File: src/rtl/hdmi_pkg.sv
// Shared definitions for the HDMI timing controller: 640x480@60 raster defaults,
// substitute colours and the RGB888 word layout used on the pixel FIFO.
package hdmi_pkg;

    localparam int unsigned DEF_H_ACTIVE = 640;
    localparam int unsigned DEF_H_FP     = 16;
    localparam int unsigned DEF_H_SYNC   = 96;
    localparam int unsigned DEF_H_BP     = 48;
    localparam int unsigned DEF_V_ACTIVE = 480;
    localparam int unsigned DEF_V_FP     = 10;
    localparam int unsigned DEF_V_SYNC   = 2;
    localparam int unsigned DEF_V_BP     = 33;

    localparam logic [23:0] DEF_UFLOW_RGB = 24'hFF00FF;
    localparam logic [23:0] DEF_IDLE_RGB  = 24'h000000;

    typedef logic [9:0] cnt_t;

    typedef struct packed {
        logic [7:0] r;
        logic [7:0] g;
        logic [7:0] b;
    } rgb888_t;

    function automatic int unsigned timing_total(
        input int unsigned active,
        input int unsigned fp,
        input int unsigned sync,
        input int unsigned bp
    );
        return active + fp + sync + bp;
    endfunction

    function automatic logic [23:0] pack_rgb888(
        input logic [7:0] r,
        input logic [7:0] g,
        input logic [7:0] b
    );
        return {r, g, b};
    endfunction

    localparam int unsigned DEF_H_TOTAL = timing_total(DEF_H_ACTIVE, DEF_H_FP, DEF_H_SYNC, DEF_H_BP);
    localparam int unsigned DEF_V_TOTAL = timing_total(DEF_V_ACTIVE, DEF_V_FP, DEF_V_SYNC, DEF_V_BP);

endpackage

File: src/rtl/hdmi_timing_ctrl_if.sv
// Pixel FIFO read port plus the video bundle driven towards the HDMI output path.
interface hdmi_timing_ctrl_if;

    logic        pix_empty;
    logic        pix_rd;
    logic [23:0] pix_data;
    logic [7:0]  RED;
    logic [7:0]  GREEN;
    logic [7:0]  BLUE;
    logic        HSYNC;
    logic        VSYNC;
    logic        video_de;
    logic        frame_start;

    modport master (
        input  pix_empty, pix_data,
        output pix_rd, RED, GREEN, BLUE, HSYNC, VSYNC, video_de, frame_start
    );

    modport slave (
        output pix_empty, pix_data,
        input  pix_rd, RED, GREEN, BLUE, HSYNC, VSYNC, video_de, frame_start
    );

endinterface

File: src/rtl/video_timing_counter.sv
// Free-running raster counters with active-area, raw sync and frame-boundary decode.
module video_timing_counter
    import hdmi_pkg::*;
#(
    parameter int unsigned H_ACTIVE = DEF_H_ACTIVE,
    parameter int unsigned H_FP     = DEF_H_FP,
    parameter int unsigned H_SYNC   = DEF_H_SYNC,
    parameter int unsigned H_BP     = DEF_H_BP,
    parameter int unsigned V_ACTIVE = DEF_V_ACTIVE,
    parameter int unsigned V_FP     = DEF_V_FP,
    parameter int unsigned V_SYNC   = DEF_V_SYNC,
    parameter int unsigned V_BP     = DEF_V_BP
) (
    input  logic clk_pixel,
    input  logic rst,
    output logic active,
    output logic hsync_raw,
    output logic vsync_raw,
    output logic frame_start,
    output logic frame_end
);

    localparam int unsigned H_TOTAL = timing_total(H_ACTIVE, H_FP, H_SYNC, H_BP);
    localparam int unsigned V_TOTAL = timing_total(V_ACTIVE, V_FP, V_SYNC, V_BP);

    localparam cnt_t H_LAST     = 10'(H_TOTAL - 1);
    localparam cnt_t V_LAST     = 10'(V_TOTAL - 1);
    localparam cnt_t H_ACT_END  = 10'(H_ACTIVE);
    localparam cnt_t V_ACT_END  = 10'(V_ACTIVE);
    localparam cnt_t H_SYNC_BEG = 10'(H_ACTIVE + H_FP);
    localparam cnt_t H_SYNC_END = 10'(H_ACTIVE + H_FP + H_SYNC);
    localparam cnt_t V_SYNC_BEG = 10'(V_ACTIVE + V_FP);
    localparam cnt_t V_SYNC_END = 10'(V_ACTIVE + V_FP + V_SYNC);

    cnt_t h_cnt_r;
    cnt_t v_cnt_r;
    logic h_wrap_s;

    // Raster position: h wraps every line, v steps (and wraps) on the same edge.
    always_ff @(posedge clk_pixel or negedge rst) begin
        if (!rst) begin
            h_cnt_r <= 10'd0;
            v_cnt_r <= 10'd0;
        end else if (h_wrap_s) begin
            h_cnt_r <= 10'd0;
            if (v_cnt_r == V_LAST) begin
                v_cnt_r <= 10'd0;
            end else begin
                v_cnt_r <= v_cnt_r + 10'd1;
            end
        end else begin
            h_cnt_r <= h_cnt_r + 10'd1;
            v_cnt_r <= v_cnt_r;
        end
    end

    // Region decode; vsync spans whole lines because it depends on v alone.
    always_comb begin
        h_wrap_s    = (h_cnt_r == H_LAST);
        active      = (h_cnt_r < H_ACT_END) && (v_cnt_r < V_ACT_END);
        hsync_raw   = (h_cnt_r >= H_SYNC_BEG) && (h_cnt_r < H_SYNC_END);
        vsync_raw   = (v_cnt_r >= V_SYNC_BEG) && (v_cnt_r < V_SYNC_END);
        frame_start = (h_cnt_r == 10'd0) && (v_cnt_r == 10'd0);
        frame_end   = h_wrap_s && (v_cnt_r == V_LAST);
    end

endmodule

File: src/rtl/hdmi_timing_ctrl.sv
// HDMI video timing controller: raster timing, frame-aligned run control, pixel FIFO
// sequencing with underflow substitution, and one registered output stage.
module hdmi_timing_ctrl
    import hdmi_pkg::*;
#(
    parameter int unsigned H_ACTIVE  = DEF_H_ACTIVE,
    parameter int unsigned H_FP      = DEF_H_FP,
    parameter int unsigned H_SYNC    = DEF_H_SYNC,
    parameter int unsigned H_BP      = DEF_H_BP,
    parameter int unsigned V_ACTIVE  = DEF_V_ACTIVE,
    parameter int unsigned V_FP      = DEF_V_FP,
    parameter int unsigned V_SYNC    = DEF_V_SYNC,
    parameter int unsigned V_BP      = DEF_V_BP,
    parameter logic        SYNC_POL  = 1'b0,
    parameter logic [23:0] UFLOW_RGB = DEF_UFLOW_RGB,
    parameter logic [23:0] IDLE_RGB  = DEF_IDLE_RGB
) (
    input  logic               clk_pixel,
    input  logic               rst,
    input  logic               en,
    input  logic               underflow_clr,
    output logic               running,
    output logic               underflow,
    hdmi_timing_ctrl_if.master bus
);

    logic    active_s;
    logic    hsync_raw_s;
    logic    vsync_raw_s;
    logic    frame_start_s;
    logic    frame_end_s;
    logic    pix_rd_s;
    logic    uflow_evt_s;
    rgb888_t rgb_nxt_s;

    logic    running_r;
    logic    underflow_r;
    logic    rd_d1_r;
    rgb888_t rgb_r;
    logic    hsync_r;
    logic    vsync_r;
    logic    de_r;

    video_timing_counter #(
        .H_ACTIVE (H_ACTIVE),
        .H_FP     (H_FP),
        .H_SYNC   (H_SYNC),
        .H_BP     (H_BP),
        .V_ACTIVE (V_ACTIVE),
        .V_FP     (V_FP),
        .V_SYNC   (V_SYNC),
        .V_BP     (V_BP)
    ) u_timing (
        .clk_pixel   (clk_pixel),
        .rst         (rst),
        .active      (active_s),
        .hsync_raw   (hsync_raw_s),
        .vsync_raw   (vsync_raw_s),
        .frame_start (frame_start_s),
        .frame_end   (frame_end_s)
    );

    // Streaming request is only sampled on the last pixel slot of a frame.
    always_ff @(posedge clk_pixel or negedge rst) begin
        if (!rst) begin
            running_r <= 1'b0;
        end else if (frame_end_s) begin
            running_r <= en;
        end else begin
            running_r <= running_r;
        end
    end

    // FIFO strobe, underflow event and colour select, all from the counter stage.
    // Data read in slot h arrives one cycle later, so it fills output slot h+1.
    always_comb begin
        pix_rd_s    = active_s && running_r && !bus.pix_empty;
        uflow_evt_s = active_s && running_r && bus.pix_empty;
        if (!active_s) begin
            rgb_nxt_s = rgb888_t'(24'h000000);
        end else if (!running_r) begin
            rgb_nxt_s = rgb888_t'(IDLE_RGB);
        end else if (rd_d1_r) begin
            rgb_nxt_s = rgb888_t'(bus.pix_data);
        end else begin
            rgb_nxt_s = rgb888_t'(UFLOW_RGB);
        end
    end

    // Sticky underflow flag; a fresh event outranks a simultaneous clear.
    always_ff @(posedge clk_pixel or negedge rst) begin
        if (!rst) begin
            underflow_r <= 1'b0;
        end else if (uflow_evt_s) begin
            underflow_r <= 1'b1;
        end else if (underflow_clr) begin
            underflow_r <= 1'b0;
        end else begin
            underflow_r <= underflow_r;
        end
    end

    // Output stage: one register for every video signal, plus the read-valid delay.
    always_ff @(posedge clk_pixel or negedge rst) begin
        if (!rst) begin
            rd_d1_r <= 1'b0;
            rgb_r   <= rgb888_t'(24'h000000);
            de_r    <= 1'b0;
            hsync_r <= ~SYNC_POL;
            vsync_r <= ~SYNC_POL;
        end else begin
            rd_d1_r <= pix_rd_s;
            rgb_r   <= rgb_nxt_s;
            de_r    <= active_s;
            hsync_r <= ~(hsync_raw_s ^ SYNC_POL);
            vsync_r <= ~(vsync_raw_s ^ SYNC_POL);
        end
    end

    assign bus.pix_rd      = pix_rd_s;
    assign bus.frame_start = frame_start_s;
    assign bus.RED         = rgb_r.r;
    assign bus.GREEN       = rgb_r.g;
    assign bus.BLUE        = rgb_r.b;
    assign bus.HSYNC       = hsync_r;
    assign bus.VSYNC       = vsync_r;
    assign bus.video_de    = de_r;
    assign running         = running_r;
    assign underflow       = underflow_r;

endmodule

File: src/flat_wrapper.sv
// flat-port wrapper written by rule: the top's interface ports become plain ports
module hdmi_timing_ctrl_flat import hdmi_pkg::*;
#(
    parameter int unsigned H_ACTIVE  = DEF_H_ACTIVE,
    parameter int unsigned H_FP      = DEF_H_FP,
    parameter int unsigned H_SYNC    = DEF_H_SYNC,
    parameter int unsigned H_BP      = DEF_H_BP,
    parameter int unsigned V_ACTIVE  = DEF_V_ACTIVE,
    parameter int unsigned V_FP      = DEF_V_FP,
    parameter int unsigned V_SYNC    = DEF_V_SYNC,
    parameter int unsigned V_BP      = DEF_V_BP,
    parameter logic        SYNC_POL  = 1'b0,
    parameter logic [23:0] UFLOW_RGB = DEF_UFLOW_RGB,
    parameter logic [23:0] IDLE_RGB  = DEF_IDLE_RGB
)
  (clk_pixel, rst, en, underflow_clr, running, underflow, bus_pix_empty, bus_pix_data, bus_pix_rd, bus_RED, bus_GREEN, bus_BLUE, bus_HSYNC, bus_VSYNC, bus_video_de, bus_frame_start);
  hdmi_timing_ctrl_if bus_i ();
  input  logic clk_pixel;
  input  logic rst;
  input  logic en;
  input  logic underflow_clr;
  output logic running;
  output logic underflow;
  input wire logic [$bits(bus_i.pix_empty)-1:0] bus_pix_empty;
  input wire logic [$bits(bus_i.pix_data)-1:0] bus_pix_data;
  output wire logic [$bits(bus_i.pix_rd)-1:0] bus_pix_rd;
  output wire logic [$bits(bus_i.RED)-1:0] bus_RED;
  output wire logic [$bits(bus_i.GREEN)-1:0] bus_GREEN;
  output wire logic [$bits(bus_i.BLUE)-1:0] bus_BLUE;
  output wire logic [$bits(bus_i.HSYNC)-1:0] bus_HSYNC;
  output wire logic [$bits(bus_i.VSYNC)-1:0] bus_VSYNC;
  output wire logic [$bits(bus_i.video_de)-1:0] bus_video_de;
  output wire logic [$bits(bus_i.frame_start)-1:0] bus_frame_start;
  assign bus_i.pix_empty = bus_pix_empty;
  assign bus_i.pix_data = bus_pix_data;
  assign bus_pix_rd = bus_i.pix_rd;
  assign bus_RED = bus_i.RED;
  assign bus_GREEN = bus_i.GREEN;
  assign bus_BLUE = bus_i.BLUE;
  assign bus_HSYNC = bus_i.HSYNC;
  assign bus_VSYNC = bus_i.VSYNC;
  assign bus_video_de = bus_i.video_de;
  assign bus_frame_start = bus_i.frame_start;
  hdmi_timing_ctrl #(.H_ACTIVE(H_ACTIVE), .H_FP(H_FP), .H_SYNC(H_SYNC), .H_BP(H_BP), .V_ACTIVE(V_ACTIVE), .V_FP(V_FP), .V_SYNC(V_SYNC), .V_BP(V_BP), .SYNC_POL(SYNC_POL), .UFLOW_RGB(UFLOW_RGB), .IDLE_RGB(IDLE_RGB)) u_core (.clk_pixel(clk_pixel), .rst(rst), .en(en), .underflow_clr(underflow_clr), .running(running), .underflow(underflow), .bus(bus_i));
endmodule
File: config.mk
export PLATFORM = sky130hd
export DESIGN_NAME = hdmi_timing_ctrl_flat
export DESIGN_NICKNAME = d
export VERILOG_FILES = /design/src/rtl/hdmi_pkg.sv /design/src/rtl/hdmi_timing_ctrl_if.sv /design/src/rtl/video_timing_counter.sv /design/src/rtl/hdmi_timing_ctrl.sv /design/src/flat_wrapper.sv
export SDC_FILE = /design/constraint.sdc
export NUM_CORES = 1
export LEC_CHECK = 0
export CORE_UTILIZATION = 35
export DETAILED_ROUTE_END_ITERATION = 6
export HOLD_SLACK_MARGIN = 0.06
export PLACE_DENSITY = 0.71
export SYNTH_ARGS = -nofsm -noshare
export SYNTH_HDL_FRONTEND = slang
export SYNTH_SLANG_ARGS = --single-unit
File: constraint.sdc
create_clock -name clk_pixel -period 2.2 [get_ports clk_pixel]
set_input_delay 0.22 -clock clk_pixel [delete_from_list [all_inputs] [get_ports clk_pixel]]
set_output_delay 0.22 -clock clk_pixel [all_outputs]
set_load 0.005 [all_outputs]
Word-level counts from Yosys, hierarchy flattened
Index checks and enable logic that the tools add are counted.
{"block": "op_classes", "n_reduce_logical": 12, "n_bitwise": 2, "n_addsub": 2, "magnitude_cmp": 6, "n_mux": 7, "eq_ne": 2}
{"cell": "two-way mux 24 bit", "count": 3}
{"cell": "adder 10 x 1 -> 10 bit (second input constant)", "count": 2}
{"cell": "== test 10 bit (second input constant)", "count": 2}
{"cell": "logical NOT 10 bit", "count": 2}
{"cell": "< comparator 10 bit (second input constant)", "count": 2}
{"cell": "< comparator 10 x 9 -> 1 bit (second input constant)", "count": 2}
{"cell": "two-way mux 10 bit", "count": 2}
{"cell": ">= comparator 10 bit (second input constant)", "count": 1}
{"cell": ">= comparator 10 x 9 -> 1 bit (second input constant)", "count": 1}
{"cell": "logical AND 1 bit", "count": 8}
{"cell": "two-way mux 1 bit", "count": 2}
{"cell": "inverter 1 bit", "count": 2}
{"cell": "nonzero test 2 bit", "count": 1}
{"cell": "logical NOT 1 bit", "count": 1}
{"block": "word_totals", "elab_cells": 42, "regBits": 50, "input_bits": 29, "output_inout_bits": 31}

Longest topological paths before layout
Gate-level depths: netlist of the first run.
{"block": "depth", "ltp_word": 5, "depth_mapped": 6, "ltp_nobuf": 6}

Modules after synthesis
A second synthesis of the first run with hierarchy kept.
{"block": "hier_totals", "hier_cells": 194, "area_unflattened_um2": 2172.1}
{"module": "video_timing_counter", "area_each_um2": 1108.6, "n_inst": 1, "cells_each": 112}
{"module": "hdmi_timing_ctrl", "area_each_um2": 1063.5, "n_inst": 1, "cells_each": 82}

Least setup slack after synthesis of the first run
OpenSTA, ideal clock, no wires.
{"block": "synth_timing", "kind": "reg-to-reg", "start": "register u_core.u_timing.h_cnt_r[7]", "end": "register u_core.running_r (netlist: u_core.running)", "stages_incl_launch_ff": 6, "setup_ps": 127, "t_required_ps": 2073, "period_less_slack_ps": 1860, "slack_ps": 340, "path_buffers": 1, "t_arrival_ps": 1732, "path_cell_list": "dfrtp_1 or3_1 buf_6 or3_4 nor2_4 mux2_1"}
{"block": "synth_via", "elab_chain_len": 2}
{"element": "start: declaration", "line_no": "video_timing_counter.sv:35", "text": "cnt_t h_cnt_r;"}
{"element": "start signal: assignment", "line_no": "video_timing_counter.sv:52", "text": "h_cnt_r <= h_cnt_r + 10'd1;"}
{"element": "== test 10 bit", "line_no": "video_timing_counter.sv:59", "text": "h_wrap_s = (h_cnt_r == H_LAST);"}
{"element": "logical AND 1 bit", "line_no": "video_timing_counter.sv:64", "text": "frame_end = h_wrap_s && (v_cnt_r == V_LAST);"}
{"element": "end signal: assignment", "line_no": "hdmi_timing_ctrl.sv:68", "text": "running_r <= en;"}
{"element": "end signal: assignment", "line_no": "hdmi_timing_ctrl.sv:70", "text": "running_r <= running_r;"}
{"element": "end: declaration", "line_no": "hdmi_timing_ctrl.sv:36", "text": "logic running_r;"}
Every way passes these cells.
A chain may end at the register's enable or synchronous reset.

Worst setup path in the final report of the first run
{"block": "layout_timing", "start": "register u_core.u_timing.v_cnt_r[5]", "end": "output port bus_pix_rd"}
{"block": "layout_via", "elab_chain_len": 4}
{"element": "start: declaration", "line_no": "video_timing_counter.sv:36", "text": "cnt_t v_cnt_r;"}
{"element": "start signal: assignment", "line_no": "video_timing_counter.sv:49", "text": "v_cnt_r <= v_cnt_r + 10'd1;"}
{"element": "start signal: assignment", "line_no": "video_timing_counter.sv:53", "text": "v_cnt_r <= v_cnt_r;"}
{"element": "< comparator 10 x 9 -> 1 bit", "line_no": "video_timing_counter.sv:60", "text": "active = (h_cnt_r < H_ACT_END) && (v_cnt_r < V_ACT_END);"}
{"element": "logical AND 1 bit", "line_no": "video_timing_counter.sv:60"}
{"element": "named net u_core.active_s", "line_no": "hdmi_timing_ctrl.sv:27", "text": "logic active_s;"}
{"element": "logical AND 1 bit (2 in a row)", "line_no": "hdmi_timing_ctrl.sv:77", "text": "pix_rd_s = active_s && running_r && !bus.pix_empty;"}
{"element": "end: declaration", "line_no": "flat_wrapper.sv:26", "text": "output wire logic [$bits(bus_i.pix_rd)-1:0] bus_pix_rd;"}
The timed path passes the listed nets, and every way through them passes these cells.

==> results of run 1 <==
sequential cells by signal, summed over array words and instances (netlist names):
signal and cells:
u_core.u_timing.h_cnt_r 10, u_core.rd_d1_r 1, u_core.underflow 1, u_core.bus.video_de 1, u_core.bus.VSYNC 1, u_core.u_timing.v_cnt_r 10, u_core.bus.GREEN 8, u_core.bus.BLUE 8
u_core.bus.RED 8, u_core.bus.HSYNC 1, u_core.running 1
synthesized netlist by cell type, drive strengths merged:
library cell / instances / share of area [%]
o31ai: 1 / 0.36
o21ai: 6 / 1.4
or3: 2 / 0.83
mux2i: 1 / 0.47
nand4: 2 / 0.89
nor2: 11 / 2.3
inv: 23 / 4.1
and4: 2 / 0.83
xnor2: 5 / 2.1
xor2: 5 / 2.1
nor3: 7 / 1.9
and3: 12 / 3.6
o22a: 1 / 0.42
a21o: 2 / 0.71
ha: 4 / 2.4
nor4: 4 / 2.2
nor4b: 1 / 0.42
buf: 1 / 0.53
mux2: 1 / 0.53
o21a: 2 / 0.71
nand3: 15 / 3.6
nor2b: 1 / 0.30
a22o: 1 / 0.42
a31oi: 1 / 0.30
dfrtp: 48 / 57
nand2: 9 / 1.6
and2: 2 / 0.59
nor3b: 1 / 0.36
a21oi: 16 / 3.8
dfstp: 2 / 2.5
clkbuf: 5 / 0.89
worst max-delay path, stage by stage (launching register included):
cell           delay, ns
dfrtp_2             0.46
and4_1              0.24
nor3_2              0.21
nand2_1             0.09
nor2_1              0.13
dlygate4sd2_1       0.27
logic make-up after synthesis:
logic type	share of synthesized area, %
compound gates	8.13
xor+xnor	4.15
fa+ha+maj	2.37
buf+inv	5.52
flops	59.5
mux	1.01
simple gates	19.3
metrics by stage:
stage / total power [mW] / TNS [ns] / instance area [um2]
2_1_floorplan: 0.942 / 0 / 2110
3_3_place_gp: 1.01 / 0 / 2810
3_5_place_dp: 1.01 / 0 / 2810
4_1_cts: 1.64 / -0.00226 / 3010
5_1_grt: 1.69 / 0 / 3020
6_report: 1.62 / 0 / 3020
area by class of cell:
class,count,area share [%]
Sequential cell,50,41.6
Multi-Input combinational cell,115,25.4
Timing Repair Buffer,75,23.5
Tap cell,72,2.99
Inverter,23,2.86
Clock buffer,5,2.28
Clock inverter,2,1.29
power breakdown:
group | internal, mW | switching, mW
logic | 0.0464 | 0.0278
registers | 0.918 | 0
clock network | 0.335 | 0.292
total | 1.30 | 0.320
final timing paths:
| kind | startpoint | to | slack, ns | cells after the start |
|---|---|---|---|---|
| max in group asynchronous | rst | u_core.u_timing.v_cnt_r[5]$_DFFE_PN0N_ | 1.19 | 3 |
| setup / recovery | u_core.u_timing.v_cnt_r[5]$_DFFE_PN0N_ | bus_pix_rd | 0.29 | 5 |
| hold reg to reg | u_core.u_timing.h_cnt_r[0]$_DFF_PN0_ | u_core.u_timing.h_cnt_r[0]$_DFF_PN0_ | 0.50 | 1 |
| min in group asynchronous | rst | u_core.u_timing.h_cnt_r[2]$_DFF_PN0_ | 0.55 | 3 |
| hold / removal | bus_pix_data[3] | u_core.bus.BLUE[3]$_DFF_PN0_ | 0.45 | 3 |
| setup reg to reg | u_core.u_timing.h_cnt_r[7]$_DFF_PN0_ | u_core.u_timing.v_cnt_r[8]$_DFFE_PN0N_ | 0.37 | 5 |
what timing repair did:
item                       CTS  global route
hold endpoints to repair    48             0
pin swaps                    1             0
hold buffers                 1             0
gates resized for setup      7             2
setup buffers                8             0
setup endpoints to repair    2             1
layer usage:
metal | up-vias | part of all wire [%] | track usage [%]
li1 | 801 | - | -
met1 | 825 | 41 | 20.6
met2 | 34 | 54 | 27.1
met3 | 4 | 3.0 | 2.63
met4 | 0 | 1.4 | 6.00
met5 | - | 0 | 0
==> flow_summary.ini, run 1 <==
[logic_synthesis]
ys_seq_area_share_pct = 59.5
yosysWarningCount = 0
syn-num-nets = 227
synthesis.area_um2 = 2110
synth_cells = 194
ys_ff_latch = 50
synthDistinctLibCells = 37
synth_area_per_cell_um2 = 10.9

[timing]
holdWs_ns = 0.450
setup_ws_ns = 0.286
worstMarginPinSlew_ns = 0.689
finClkSkew_ns = 0.0109
max_freq_ghz = 0.522
hold_violations = 0
slew_violations = 0
max_slew_margin_pct = 54.1
grt_setup_unrepaired = false
finalSetupViolations = 0
finalCritPeriodShare_pct = 87.0
period_needed_ns = 1.91

[clocking]
htree_levels = 2
clk_latency_ns = 0.30
clock_sinks = 50
numCtsBuffers = 5
clkSlewWorstSetupHoldPaths_ns = 0.09
clk_path_buf_depth = 2
root_buffer = clkbuf_8
cts_tree = done

[finish]
multi_input_area_um2 = 767
final_common_cell = clkdlybuf4s50_1
num-fill-cells = 496
fin_cells = 342
post-route-util_pct = 53.4
layout.nets = 303
layout_common_cells = clkdlybuf4s50_1 (56), dfrtp_1 (47), inv_1 (23), a21oi_1 (16)
seq_area_um2 = 1250
diodes = 0
area_delta_synth_final_pct = 43.0
layout-drive-gt1-share_pct = 13.7

[floorplan]
core-area_um2 = 5640
fp-row-count = 27
start_util_pct = 37.4
die_w_um = 79.6
ios = 60
die_area_um2 = 6340
die_h_um = 79.6

[place]
dpl.hpwl_mm = 3.17
pre_cts_ws_ns = 0.159
dp_cells = 326
gp_congestion = 0.809
portBuffers = 59

[routing]
avgRoutedWirePerCell_um = 13.2
drtIter0Drc = 91
final_antenna_net_count = 0
viasPerCell = 4.87
vias = 1664
drt_pass1_iterations = 4
drc = 0
routed_wl_mm = 4.52

[pwr]
leakage_nw = 1.49
powerDensity_nw_per_um2 = 537
ir_drop_uv = 267

[worst_setup_path]
cp.required_ns = 1.98
endpoint_kind = primary output
cp-start-kind = flip-flop
worstPathArrival_ns = 1.69
worstPathMaxFanout = 7
crit_type = flip-flop to primary output

[grt]
grt_max_degree = 51
antenna_found_initial = 0
grt-ovfl-total = 0
grt_first_pass_wirelength_mm = 7.84
track_usage_pct = 16.1
grt_pass1_vias = 1644

[run_status]
status = finished, final reports clean

[job]
maxCapViolCount = 0

[hold_path]
hold_path_class = input pin to flip-flop
No activity file was read; power rests on OpenSTA's default activity.
==> inputs of run 2 (changes only) <==
--- a/config.mk
+++ b/config.mk
@@ -6,6 +6,7 @@
 export NUM_CORES = 1
 export LEC_CHECK = 0
 export CORE_UTILIZATION = 35
+export CTS_BUF_LIST = sky130_fd_sc_hd__clkbuf_4
 export DETAILED_ROUTE_END_ITERATION = 6
 export HOLD_SLACK_MARGIN = 0.06
 export PLACE_DENSITY = 0.71
==> flow_summary.ini, run 2 (synthesized netlist as in run 1, its figures left out) <==
[finish]
final_common_cell = clkdlybuf4s50_1
diodes = 0
reg_top3 = u_core.u_timing.h_cnt_r: 10 flops, u_core.u_timing.v_cnt_r: 10 flops
layout-drive-gt1-share_pct = 13.3
layout_common_cells = clkdlybuf4s50_1 (56), dfrtp_1 (47), inv_1 (23), a21oi_1 (16)
area_delta_synth_final_pct = 41.1
finalInstanceArea_um2 = 2980
layout.nets = 303
seq_area_um2 = 1250
num-fill-cells = 500
multi_input_area_um2 = 762

[worst_setup_path]
cp.required_ns = 1.98
slowest_stage = dfrtp_1
worstSetupEndpoint = bus_frame_start
r2r_cells = 6
cp_num_buf_inv = 2
crit_type = flip-flop to primary output
critical_path.top_delay_family = simple AND/OR/NAND/NOR gates
regToRegStartpoint = u_core.u_timing.h_cnt_r[0]$_DFF_PN0_
cp-start-kind = flip-flop
critPathMaxStageDelay_ns = 0.40
critPathLaunch = u_core.u_timing.v_cnt_r[0]$_DFFE_PN0N_
worstPathMaxFanout = 3
worstPathCellList = inv_1 > ha_1 > nor2b_4 > nand2_1 > nor3_1 > and4_1 > dlygate4sd2_1
cp.depth = 7
worstPathArrival_ns = 1.79
endpoint_kind = primary output
r2r-end = u_core.u_timing.v_cnt_r[8]$_DFFE_PN0N_
regToRegSetupSlack_ns = 0.36

[clocking]
clk_latency_ns = 0.36
clk_path_buf_depth = 2
htree_levels = 2
cts_tree = done
root_buffer = clkbuf_4
clock_sinks = 50
numCtsBuffers = 5
clkSlewWorstSetupHoldPaths_ns = 0.15

[pwr]
ir_drop_uv = 270
seqPwrFrac_pct = 60.8
p_switching_uw = 310
powerDensity_nw_per_um2 = 508
intPower_mw = 1.20
leakage_nw = 1.46
combPwrFrac_pct = 4.9
clock_power_share_pct = 34.3
switching_share_pct = 20.5
total_power_mw = 1.51

[routing]
drt_pass1_iterations = 4
viasPerCell = 4.92
drc = 0
drtIter0Drc = 81
vias = 1684
avgRoutedWirePerCell_um = 13.2
routed_wl_mm = 4.53
final_antenna_net_count = 0

[timing]
hold_violations = 0
finalSetupViolations = 0
setup_tns_ns = 0
slew_violations = 0
period_needed_ns = 2.01
holdWs_ns = 0.373
finalCritPeriodShare_pct = 91.3
worstMarginPinSlew_ns = 0.699
grt_setup_unrepaired = false
max_freq_ghz = 0.498
finClkSkew_ns = 0.0182
max_slew_margin_pct = 53.4

[floorplan]
fp-row-count = 27
die_area_um2 = 6340
die_h_um = 79.6
die_w_um = 79.6
core-area_um2 = 5640
ios = 60
start_util_pct = 37.4

[run_status]
status = finished, final reports clean

[place]
gp_congestion = 0.809
dpl.hpwl_mm = 3.17
post_dp_cell_area_um2 = 2810
portBuffers = 59

[grt]
grt_pass1_vias = 1658
grt-ovfl-total = 0
track_usage_pct = 16.0
grt_max_degree = 51
grt_first_pass_wirelength_mm = 7.79
antenna_found_initial = 0

[job]
maxCapViolCount = 0

[hold_path]
hold_path_class = input pin to flip-flop
run 2: routing by layer:
layer / GRT usage (%) / wire (um)
met3: 2.63 / 133
met1: 20.3 / 1910
met4: 6.00 / 88
met2: 27.2 / 2400
met5: 0 / 0
run 2: stage by stage:
step	instances	util, %	setup slack, ns
after CTS	342	52.7	0.192
final	342	52.7	0.192
after detailed placement	326	49.7	0.159
after global placement	326	49.7	0.220
after floorplan	194	-	0.340
after global routing	342	52.7	0.0547
run 2: area by class of cell:
type	count	area share [%]
Clock buffer	5	1.26
Clock inverter	2	1.30
Multi-Input combinational cell	115	25.6
Sequential cell	50	42.2
Timing Repair Buffer	75	23.7
Tap cell	72	3.03
Inverter	23	2.90
run 2: worst min-delay path, cell delays in order:
cell and delay, ns:
clkdlybuf4s50_1 0.39, inv_1 0.05, a21oi_1 0.05
run 2: power groups by stage:
stage	Sequential (mW)	Clock, mW	Combinational [mW]
2_1_floorplan	0.937	0	0.00566
3_3_place_gp	0.936	0	0.0731
3_5_place_dp	0.936	0	0.0743
4_1_cts	0.919	0.530	0.0760
5_1_grt	0.920	0.576	0.0828
6_report	0.919	0.518	0.0739
run 2: worst min-delay path by stage:
stage / startpoint / end / slack (ns) / depth (start not counted)
finish: bus_pix_data[3] / u_core.bus.BLUE[3]$_DFF_PN0_ / 0.37 / 3
global route: bus_pix_data[1] / u_core.bus.BLUE[1]$_DFF_PN0_ / 0.36 / 3
CTS: bus_pix_data[6] / u_core.bus.BLUE[6]$_DFF_PN0_ / 0.37 / 3
detailed placement: rst / u_core.u_timing.h_cnt_r[2]$_DFF_PN0_ / 0.36 / 2
global placement: rst / u_core.u_timing.h_cnt_r[4]$_DFF_PN0_ / 0.36 / 2
floorplan: rst / u_core.bus.BLUE[0]$_DFF_PN0_ / -0.08 / 0
run 2: timing repair:
action / in CTS / in global routing
endpoints found under the hold margin: 48 / 0
buffers inserted: 8 / 0
endpoints found under the setup margin: 2 / 0
gates resized for setup: 8 / 0
hold buffers: 1 / 0
==> inputs of run 3 (changes only) <==
--- a/config.mk
+++ b/config.mk
@@ -7,6 +7,7 @@
 export LEC_CHECK = 0
 export CORE_UTILIZATION = 35
 export CTS_BUF_LIST = sky130_fd_sc_hd__clkbuf_4
+export CTS_CLUSTER_SIZE = 30
 export DETAILED_ROUTE_END_ITERATION = 6
 export HOLD_SLACK_MARGIN = 0.06
 export PLACE_DENSITY = 0.71
==> constraint.sdc (replaced) <==
create_clock -name clk_pixel -period 2.2 [get_ports clk_pixel]
set_input_delay 0.44 -clock clk_pixel [delete_from_list [all_inputs] [get_ports clk_pixel]]
set_output_delay 0.44 -clock clk_pixel [all_outputs]
set_load 0.005 [all_outputs]
==> flow_summary.ini, run 3 (synthesized netlist as in run 1, its figures left out) <==
[run_status]
status = finished, final reports clean

[finish]
layout.nets = 310
reg_top3 = u_core.u_timing.h_cnt_r: 10 flops, u_core.u_timing.v_cnt_r: 10 flops
final_common_cell = clkdlybuf4s50_1
layout-drive-gt1-share_pct = 17.3
diodes = 0
post-route-util_pct = 53.6
layout_common_cells = clkdlybuf4s50_1 (56), dfrtp_1 (48), inv_1 (22), buf_4 (21), a21oi_1 (16)
area_delta_synth_final_pct = 43.5

[clocking]
htree_levels = 2
root_buffer = clkbuf_4
clk_latency_ns = 0.37
numCtsBuffers = 5
clock_sinks = 50
cts_tree = done
clk_path_buf_depth = 2
clkSlewWorstSetupHoldPaths_ns = 0.13

[timing]
grt_setup_unrepaired = false
setup_ws_ns = 0.0649
worstMarginPinSlew_ns = 0.705
period_needed_ns = 2.14
finalCritPeriodShare_pct = 97.1
max_freq_ghz = 0.468
holdWs_ns = 0.515
finClkSkew_ns = 0.0152
max_slew_margin_pct = 53.0
slew_violations = 0
hold_violations = 0
setup_tns_ns = 0
finalSetupViolations = 0

[floorplan]
ios = 60
core-area_um2 = 5640
start_util_pct = 37.4
die_h_um = 79.6
die_w_um = 79.6
fp-row-count = 27
die_area_um2 = 6340

[worst_setup_path]
cp_num_buf_inv = 1
cp.required_ns = 1.76
critical_path.top_delay_family = simple AND/OR/NAND/NOR gates
crit_type = flip-flop to primary output
critPathMaxStageDelay_ns = 0.43
worstPathMaxFanout = 3
slowest_stage = dfrtp_1
endpoint_kind = primary output
worstPathCellList = or3_4 > nor4_4 > and4_1 > clkbuf_2
worstPathArrival_ns = 1.70
cp-start-kind = flip-flop

[grt]
track_usage_pct = 16.0
grt-ovfl-total = 0
grt_first_pass_wirelength_mm = 7.82
grt_pass1_vias = 1596
grt_max_degree = 29
antenna_found_initial = 0

[hold_path]
hold_path_class = flip-flop to flip-flop

[routing]
avgRoutedWirePerCell_um = 13.6
routed_wl_mm = 4.74
drtIter0Drc = 137
final_antenna_net_count = 0
viasPerCell = 4.83
drt_pass1_iterations = 4
drc = 0
vias = 1684

[place]
portBuffers = 59
pre_cts_ws_ns = 0.0411
gp_congestion = 0.810
dpl.hpwl_mm = 3.37

[pwr]
total_power_mw = 1.40
powerDensity_nw_per_um2 = 464
leakage_nw = 1.48
ir_drop_uv = 223

[job]
maxCapViolCount = 0
## run 3: area by class of cell
| cell class | count | area (um2) |
|---|---|---|
| Timing Repair Buffer | 82 | 763 |
| Multi-Input combinational cell | 115 | 779 |
| Inverter | 23 | 86.3 |
| Sequential cell | 50 | 1250 |
| Clock inverter | 2 | 15.0 |
| Tap cell | 72 | 90.1 |
| Clock buffer | 5 | 37.5 |
| Fill cell | 490 | 2620 |
## run 3: metrics by stage
stage	instance area, um2	instances
2_1_floorplan	2110	194
3_3_place_gp	2890	335
3_5_place_dp	2890	335
4_1_cts	2990	346
5_1_grt	3030	349
6_report	3030	349
## run 3: what timing repair did
item,4_1_cts,5_1_grt
setup buffers,3,3
resized for setup,6,10
hold buffers,1,0
endpoints found under the setup margin,2,2
pin swaps,1,0
endpoints found under the hold margin,13,0
## run 3: routing by layer
metal | part of all wire (%) | GRT usage, % | up-vias
met3 | 2.8 | 3.09 | 6
li1 | - | - | 826
met2 | 52 | 26.8 | 30
met5 | 0 | 0 | -
met4 | 1.4 | 4.91 | 0
met1 | 43 | 20.9 | 822
## run 3: power breakdown
part | leakage [nW] | total (mW) | internal [mW] | switching (mW)
registers | 0.672 | 0.919 | 0.919 | 0
clock network | 0.0233 | 0.406 | 0.118 | 0.288
logic | 0.782 | 0.0771 | 0.0487 | 0.0284
total | 1.48 | 1.40 | 1.09 | 0.316
## run 3: path summary, 6_finish.rpt
path | slack [ns] | cells past startpoint | from | endpoint
hold / removal | 0.51 | 1 | u_core.u_timing.h_cnt_r[0]$_DFF_PN0_ | u_core.u_timing.h_cnt_r[0]$_DFF_PN0_
hold reg to reg | 0.51 | 1 | u_core.u_timing.h_cnt_r[0]$_DFF_PN0_ | u_core.u_timing.h_cnt_r[0]$_DFF_PN0_
max in group asynchronous | 1.09 | 3 | rst | u_core.running$_DFFE_PN0P_
min in group asynchronous | 0.57 | 2 | rst | u_core.bus.GREEN[2]$_DFF_PN0_
setup / recovery | 0.06 | 4 | u_core.u_timing.h_cnt_r[7]$_DFF_PN0_ | bus_frame_start
setup reg to reg | 0.22 | 5 | u_core.u_timing.h_cnt_r[7]$_DFF_PN0_ | u_core.running$_DFFE_PN0P_
